--- src/rtl/dca_cmd_issuer.sv ---
// Command issuer behind the DCA mask scheduler: tracks (row, col), queues A/B issue
// strobes as {kind,row,col} commands and throttles the scheduler so nothing is lost.
module dca_cmd_issuer #(
  parameter int ROW_COUNT       = 8,
  parameter int COL_POSITIONS   = 9,
  parameter int ROW_INDEX_WIDTH = 3,
  parameter int COL_INDEX_WIDTH = 4,
  parameter int FIFO_DEPTH      = 4
) (
  input  logic                       i_clk,
  input  logic                       i_rstnn,
  input  logic                       i_init,
  input  logic                       i_col_step,
  input  logic                       i_row_step,
  input  logic                       i_issue_a,
  input  logic                       i_issue_b,
  input  logic                       i_frame_done,
  output logic                       o_sched_enable,
  output logic                       o_cmd_valid,
  input  logic                       i_cmd_ready,
  output logic                       o_cmd_kind,
  output logic [ROW_INDEX_WIDTH-1:0] o_cmd_row,
  output logic [COL_INDEX_WIDTH-1:0] o_cmd_col,
  output logic                       o_busy,
  output logic                       o_done
);

  localparam int ENTRY_W = 1 + ROW_INDEX_WIDTH + COL_INDEX_WIDTH;
  localparam int PTR_W   = (FIFO_DEPTH > 2) ? $clog2(FIFO_DEPTH) : 1;
  localparam int CNT_W   = $clog2(FIFO_DEPTH + 1);

  function automatic logic [PTR_W-1:0] ptr_inc(input logic [PTR_W-1:0] p);
    if (p == PTR_W'(FIFO_DEPTH - 1)) begin
      ptr_inc = '0;
    end else begin
      ptr_inc = p + PTR_W'(1);
    end
  endfunction

  logic [ROW_INDEX_WIDTH-1:0] r_row;
  logic [COL_INDEX_WIDTH-1:0] r_col;
  logic [ENTRY_W-1:0]         r_mem [FIFO_DEPTH];
  logic [PTR_W-1:0]           r_wr_ptr;
  logic [PTR_W-1:0]           r_rd_ptr;
  logic [CNT_W-1:0]           r_count;
  logic                       r_done_pending;
  logic                       r_done;

  logic                       w_en;
  logic                       w_start;
  logic                       w_push_a;
  logic                       w_push_b;
  logic                       w_pop;
  logic [ENTRY_W-1:0]         w_entry_a;
  logic [ENTRY_W-1:0]         w_entry_b;
  logic [PTR_W-1:0]           w_wr_ptr_b;
  logic [PTR_W-1:0]           w_wr_ptr_nxt;
  logic [CNT_W-1:0]           w_count_nxt;
  logic                       w_dp_pre;
  logic                       w_done_nxt;
  logic [ROW_INDEX_WIDTH-1:0] w_row_nxt;
  logic [COL_INDEX_WIDTH-1:0] w_col_nxt;

  // Strobe qualification, queue bookkeeping and done detection
  always_comb begin
    w_en         = (r_count <= CNT_W'(FIFO_DEPTH - 2));
    w_start      = w_en & i_init;
    w_push_a     = w_en & ~i_init & i_issue_a;
    w_push_b     = w_en & ~i_init & i_issue_b;
    w_pop        = (r_count != '0) & i_cmd_ready;
    w_entry_a    = {1'b0, r_row, r_col};
    // B refers to the previous column; col 0 wraps modulo 2^COL_INDEX_WIDTH on purpose
    w_entry_b    = {1'b1, r_row, r_col - COL_INDEX_WIDTH'(1)};
    w_wr_ptr_b   = w_push_a ? ptr_inc(r_wr_ptr) : r_wr_ptr;
    w_wr_ptr_nxt = w_push_b ? ptr_inc(w_wr_ptr_b) : w_wr_ptr_b;
    w_count_nxt  = r_count + CNT_W'(w_push_a) + CNT_W'(w_push_b) - CNT_W'(w_pop);
    if (w_start) begin
      w_dp_pre = 1'b0;
    end else if (w_en & i_frame_done) begin
      w_dp_pre = 1'b1;
    end else begin
      w_dp_pre = r_done_pending;
    end
    // an empty next-state count implies no push this cycle
    w_done_nxt = w_dp_pre & (w_count_nxt == '0);
  end

  // Next position: init beats row_step beats col_step
  always_comb begin
    w_row_nxt = r_row;
    w_col_nxt = r_col;
    if (w_start) begin
      w_row_nxt = '0;
      w_col_nxt = '0;
    end else if (w_en & i_row_step) begin
      w_col_nxt = '0;
      if (r_row == ROW_INDEX_WIDTH'(ROW_COUNT - 1)) begin
        w_row_nxt = '0;
      end else begin
        w_row_nxt = r_row + ROW_INDEX_WIDTH'(1);
      end
    end else if (w_en & i_col_step) begin
      if (r_col == COL_INDEX_WIDTH'(COL_POSITIONS - 1)) begin
        w_col_nxt = '0;
      end else begin
        w_col_nxt = r_col + COL_INDEX_WIDTH'(1);
      end
    end else begin
      w_row_nxt = r_row;
      w_col_nxt = r_col;
    end
  end

  // State registers: position, queue pointers/count and done tracking
  always_ff @(posedge i_clk or negedge i_rstnn) begin
    if (!i_rstnn) begin
      r_row          <= '0;
      r_col          <= '0;
      r_wr_ptr       <= '0;
      r_rd_ptr       <= '0;
      r_count        <= '0;
      r_done_pending <= 1'b0;
      r_done         <= 1'b0;
    end else begin
      r_row          <= w_row_nxt;
      r_col          <= w_col_nxt;
      r_wr_ptr       <= w_wr_ptr_nxt;
      r_rd_ptr       <= w_pop ? ptr_inc(r_rd_ptr) : r_rd_ptr;
      r_count        <= w_count_nxt;
      r_done_pending <= w_dp_pre & ~w_done_nxt;
      r_done         <= w_done_nxt;
    end
  end

  // Queue storage: A lands first, B in the following slot
  always_ff @(posedge i_clk or negedge i_rstnn) begin
    if (!i_rstnn) begin
      for (int i = 0; i < FIFO_DEPTH; i++) begin
        r_mem[i] <= '0;
      end
    end else begin
      if (w_push_a) begin
        r_mem[r_wr_ptr] <= w_entry_a;
      end
      if (w_push_b) begin
        r_mem[w_wr_ptr_b] <= w_entry_b;
      end
    end
  end

  assign o_sched_enable = w_en;
  assign o_cmd_valid    = (r_count != '0);
  assign o_cmd_kind     = r_mem[r_rd_ptr][ENTRY_W-1];
  assign o_cmd_row      = r_mem[r_rd_ptr][COL_INDEX_WIDTH +: ROW_INDEX_WIDTH];
  assign o_cmd_col      = r_mem[r_rd_ptr][COL_INDEX_WIDTH-1:0];
  assign o_busy         = r_done_pending | (r_count != '0);
  assign o_done         = r_done;

endmodule

--- config.mk ---
export PLATFORM = sky130hd
export DESIGN_NAME = dca_cmd_issuer
export DESIGN_NICKNAME = d
export VERILOG_FILES = /design/src/rtl/dca_cmd_issuer.sv
export SDC_FILE = /design/constraint.sdc
export NUM_CORES = 1
export LEC_CHECK = 0
export ABC_AREA = 1
export CORE_AREA = 2 2 75 77
export DETAILED_ROUTE_END_ITERATION = 8
export DIE_AREA = 0 0 77 79
export PLACE_DENSITY = 0.79
export SLEW_MARGIN = 25
export SYNTH_ARGS = -nofsm -noshare
export SYNTH_HDL_FRONTEND = slang
export SYNTH_SLANG_ARGS = --single-unit
export TNS_END_PERCENT = 1
--- constraint.sdc ---
create_clock -name i_clk -period 2.9 [get_ports i_clk]
set_input_delay 0.29 -clock i_clk [delete_from_list [all_inputs] [get_ports i_clk]]
set_output_delay 0.29 -clock i_clk [all_outputs]
set_load 0.005 [all_outputs]
* Word-level counts from Yosys, hierarchy flattened
Cells that the tools add are included.
** Word-level totals
- Output and inout bits :: 12
- Bits in registers :: 48
- Input port bits :: 9
- Word-level logic and storage cells :: 78
** Cells by class
- Equality and inequality tests :: 5
- Add/sub/neg operators :: 9
- $lt $le $gt $ge :: 6
- Bitwise logic cells :: 16
- Mux-type cells :: 25
- Reductions and logical operators :: 6
** Operator list (number)
- 32-bit bitwise mux :: 2
- 32-bit two-way mux :: 2
- 8-bit demux with 2-bit select :: 2
- 8-bit two-way mux :: 4
- 8-bit binary-select mux with 2-bit select :: 1
- 4-bit two-way mux :: 4
- 1-bit bitwise AND :: 10
- 2-bit two-way mux :: 5
- 3-bit greater-or-equal comparator, second input constant :: 3
- 3-bit two-way mux :: 3
- 2-bit NOT with 3-bit output :: 3
- 2-bit by 1-bit adder with 2-bit output, second input constant :: 3
- 3-bit by 1-bit adder with 3-bit output :: 2
- 2-bit equality test, second input constant :: 3
- 3-bit by 1-bit < comparator with 1-bit output, second input constant :: 2
- 3-bit nonzero test :: 2
- 4-bit by 1-bit adder with 4-bit output, second input constant :: 1
- 4-bit equality test, second input constant :: 1
- 4-bit by 1-bit subtractor with 4-bit output, second input constant :: 1
- 3-bit by 1-bit adder with 3-bit output, second input constant :: 1
- 3-bit equality test, second input constant :: 1
- 3-bit by 2-bit <= comparator with 1-bit output, second input constant :: 1
- 3-bit zero test :: 1
- 3-bit by 1-bit subtractor with 3-bit output :: 1
- other kinds (5) :: 8

* Depth between registers and ports, before layout
- Depth after elaboration :: 11
- Depth in mapped cells :: 14
- Mapped depth without buffers :: 13

* Least setup slack after synthesis
No wires, ideal clock.
- Path kind :: register to register
- Start point :: reg r_count[1]
- End point :: reg r_done, in the netlist o_done
- Data arrival time :: 2.454 ns
- Buffers on the path :: 0
- Clock period less this slack :: 2.525 ns
- Cell stages (with the launch flop) :: 13
- Library setup time :: 0.071 ns
- Required time :: 2.829 ns
- Slack :: 0.375 ns
- Path through :: dfrtp_1 inv_1 ha_1 inv_1 nand2_8 nand3_2 ha_1 fa_1 inv_1 fa_1 nor3_1 inv_1 nor2_1
** On the way
- Longest elaborated chain between the ends :: 8
- Elaborated cells on any way between the ends :: 15
- Those cells by class :: add/sub: 3; order compare: 1; mux: 2; bitwise: 7; reduce/logical: 2
** Ends and longest elaborated chain
- start, declared :: RTL line 45 : logic [CNT_W-1:0] r_count;
- start signal, assigned :: RTL line 129 : r_count <= w_count_nxt;
- 3-bit by 2-bit <= comparator with 1-bit output :: RTL line 66 : w_en = (r_count <= CNT_W'(FIFO_DEPTH - 2));
- 1-bit bitwise AND :: RTL line 68, 69
- 1-bit bitwise AND :: RTL line 68 : w_push_a = w_en & ~i_init & i_issue_a;
- 3-bit by 1-bit adder with 3-bit output (2 in a row) :: RTL line 76 : w_count_nxt = r_count + CNT_W'(w_push_a) + CNT_W'(w_push_b) - CNT_W'(w_pop);
- 3-bit by 1-bit subtractor with 3-bit output (*) :: RTL line 76
- net w_count_nxt[1] :: RTL line 58 : logic [CNT_W-1:0] w_count_nxt;
- 3-bit zero test (*) :: RTL line 85 : w_done_nxt = w_dp_pre & (w_count_nxt == '0);
- 1-bit bitwise AND (*) :: RTL line 85
- net w_done_nxt :: RTL line 60 : logic w_done_nxt;
- end signal, assigned :: RTL line 131 : r_done <= w_done_nxt;
- end, declared :: RTL line 47 : logic r_done;
The timed path passes the listed nets; every way through them passes the cells marked *.
A chain may end at the register's enable or synchronous reset.

* Final worst setup path
Ends and elaborated chain as after synthesis.

==> results.cfg <==
[placed_design]
gp_congestion = 0.848
port_buffers = 20
dp_hpwl_um = 4630

[timing]
worst_pin_slew_ns = 0.605
finalSetupTns_ns = 0
hold_viol_final = 21
fmax_ghz = 0.369
rsz0062_at_grt = no
maxSlewViolCount = 0
setup_viol = 0
fin_crit_ns = 2.71
timing.hold.ws_ns = -0.0184
clock_skew_ns = 0.00575
slew_headroom = 0.597
fin_crit_sh = 0.934

[logic_synthesis]
yosysTopAreaCell = dfrtp_1
synth_top_area_share = 0.394
syn_inst = 395
yosysUniqueCellTypes = 28
ys_ff_latch = 48
seq_area_frac_synth = 0.394
yosys-top-cells-area = dfrtp_1 39%, nand2_1 13%, inv_1 7.1%, ha_1 6.2%, nor2_1 4.8%
syn_area_per_cell_um2 = 7.72
yosysWarnings = 0
syn-cell-area_um2 = 3050
synth_fp_nets = 421

[floorplan]
num_io_pins = 21
start_util = 0.571
core_area_um2 = 5340
design.die.area_um2 = 6080
die_w_um = 77
fp.dieH_um = 79
rows = 27

[power_and_ir_drop]
vdd_drop_max_mv = 0.423
p_leak_uw = 0.00184
power_density_nw_per_um2 = 1000
power.total_uw = 3370

[finish]
areaGrowthSynthToFinish_pct = 10.2
fill_cells = 502
fin_nets = 437
layout-drive-gt1-share = 0.0728
regArea_um2 = 1200
antenna-diode-count = 0
multiInputGateArea_um2 = 1510
mostFrequentLayoutCells = 104 x nand2_1, 58 x inv_1, 48 x dfrtp_1, 39 x nor2_1, 25 x o21ai_0
final_common_cell = nand2_1

[status]
status = finished, violations left
violations = hold timing

[clock_tree]
clkSinkCount = 48
clk_latency_ns = 0.30
path_clk_slew_ns = 0.09
ctsResizeCount = 0
ctsRootBufferMaster = clkbuf_8
cts_buffers = 5
cts-hold-fix-buffers = 0
post_cts_buffers = 0
cts_tree = built
htreeDepth = 2
clockBufferDepth = 2

[drt]
drc = 0
wl_um = 6650
wl_per_cell_um = 13.7
vias_per_cell = 5.29
drt_pass1_iterations = 4
first_iter_violations = 220
ant_nets = 0
vias = 2560

[critical_path]
crit_path_start_kind = register
crit_type = register to register
end_kind = register
r2r_end = o_done
worstRegToRegCells = 12
critical_path_arrival_ns = 2.95
cp.required_ns = 3.14
critPathMaxFanout = 5
reg2reg_slack_ns = 0.19
crit-reg2reg-launch = r_count[1]

[global_routing]
grt_start_max_net_pins = 49
gr-usage-all-layers = 0.245
overflow = 0
grt_pass1_vias = 2366
grt_pass1_wl_um = 11800
antenna_found_initial = 0

[flow_run]
maxCapViolations = 0

[min_path]
hold_path.class = primary input to async pin
==> kinds of logic (layout without fill, tap and decap cells) <==
logic type,count (synthesis),after routing,share of synthesized area
buffers and inverters,76,93,0.112
xor gates and xnor gates,5,5,0.0144
DFF,48,48,0.394
adders and majority gates,17,17,0.0747
and+or+nand+nor,198,198,0.317
AOI/OAI and AO/OA,51,51,0.0886
==> routing by layer <==
layer / track usage / vias up / part of all wire
met4: 0.0679 / 0 / 0.012
met5: 0 / - / 0
met1: 0.342 / 1191 / 0.46
li1: - / 1294 / -
met2: 0.404 / 68 / 0.47
met3: 0.0330 / 7 / 0.050
==> per-stage QoR <==
step / worst slack (ns) / utilization / instances / area, um2 / hold slack (ns)
floorplan: 0.375 / - / 395 / 3050 / -0.00559
global placement: 0.297 / 0.611 / 476 / 3260 / 0.451
detailed placement: 0.206 / 0.611 / 476 / 3260 / 0.349
CTS: 0.178 / 0.629 / 484 / 3360 / 0.0103
global route: 0.00278 / 0.629 / 484 / 3360 / 0.0354
finish: 0.192 / 0.629 / 484 / 3360 / -0.0184
==> area by class of cell <==
cell class              count  share of cell area
multi-input cells         271               0.449
flip-flops and latches     48               0.358
repair buffers             26              0.0723
inverters                  59              0.0659
well taps                  72              0.0268
clock buffers               6              0.0246
clock inverters             2             0.00410
==> cell usage after synthesis (all sizes together) <==
cell type  number
o22ai           8
nand4          27
xnor2           2
nor2           40
o211ai          1
ha             15
inv            58
dfrtp          48
nand3          20
nand2         109
clkinv          1
a21oi          16
clkbuf          6
o31ai           1
fa              2
xor2            3
buf            11
nor3            2
o21ai          25
==> state kept, by name (all words and copies together) (netlist names) <==
signal / flops
r_col: 4
r_wr_ptr: 2
r_mem: 32
r_rd_ptr: 2
o_done: 1
r_done_pending: 1
r_count: 3
r_row: 3
==> where the power goes <==
part	internal [uW]	total, uW	leakage (uW)	switching, uW
clock network	196	435	0.0000516	240
registers	943	1150	0.000613	206
logic	730	1790	0.00117	1060
total	1870	3370	0.00184	1500
==> worst max path at each step <==
stage | startpoint | end | cells past startpoint
3_3_place_gp | i_init | o_done | 10
2_1_floorplan | r_count[1] | o_done | 12
5_1_grt | r_count[1] | o_done | 12
3_5_place_dp | r_count[1] | o_done | 12
4_1_cts | r_count[1] | o_done | 12
6_report | r_count[1] | o_done | 12
==> critical path, cell delays in order (launching register included) <==
cell and delay [ns]:
dfrtp_1 0.40, inv_1 0.14, ha_1 0.17, inv_1 0.09, nand2_8 0.08, nand3_2 0.10, ha_1 0.32, fa_1 0.41
inv_1 0.08, fa_1 0.42, nor3_1 0.27, inv_1 0.07, nor2_1 0.10
Power figures use the tool's default switching activity.
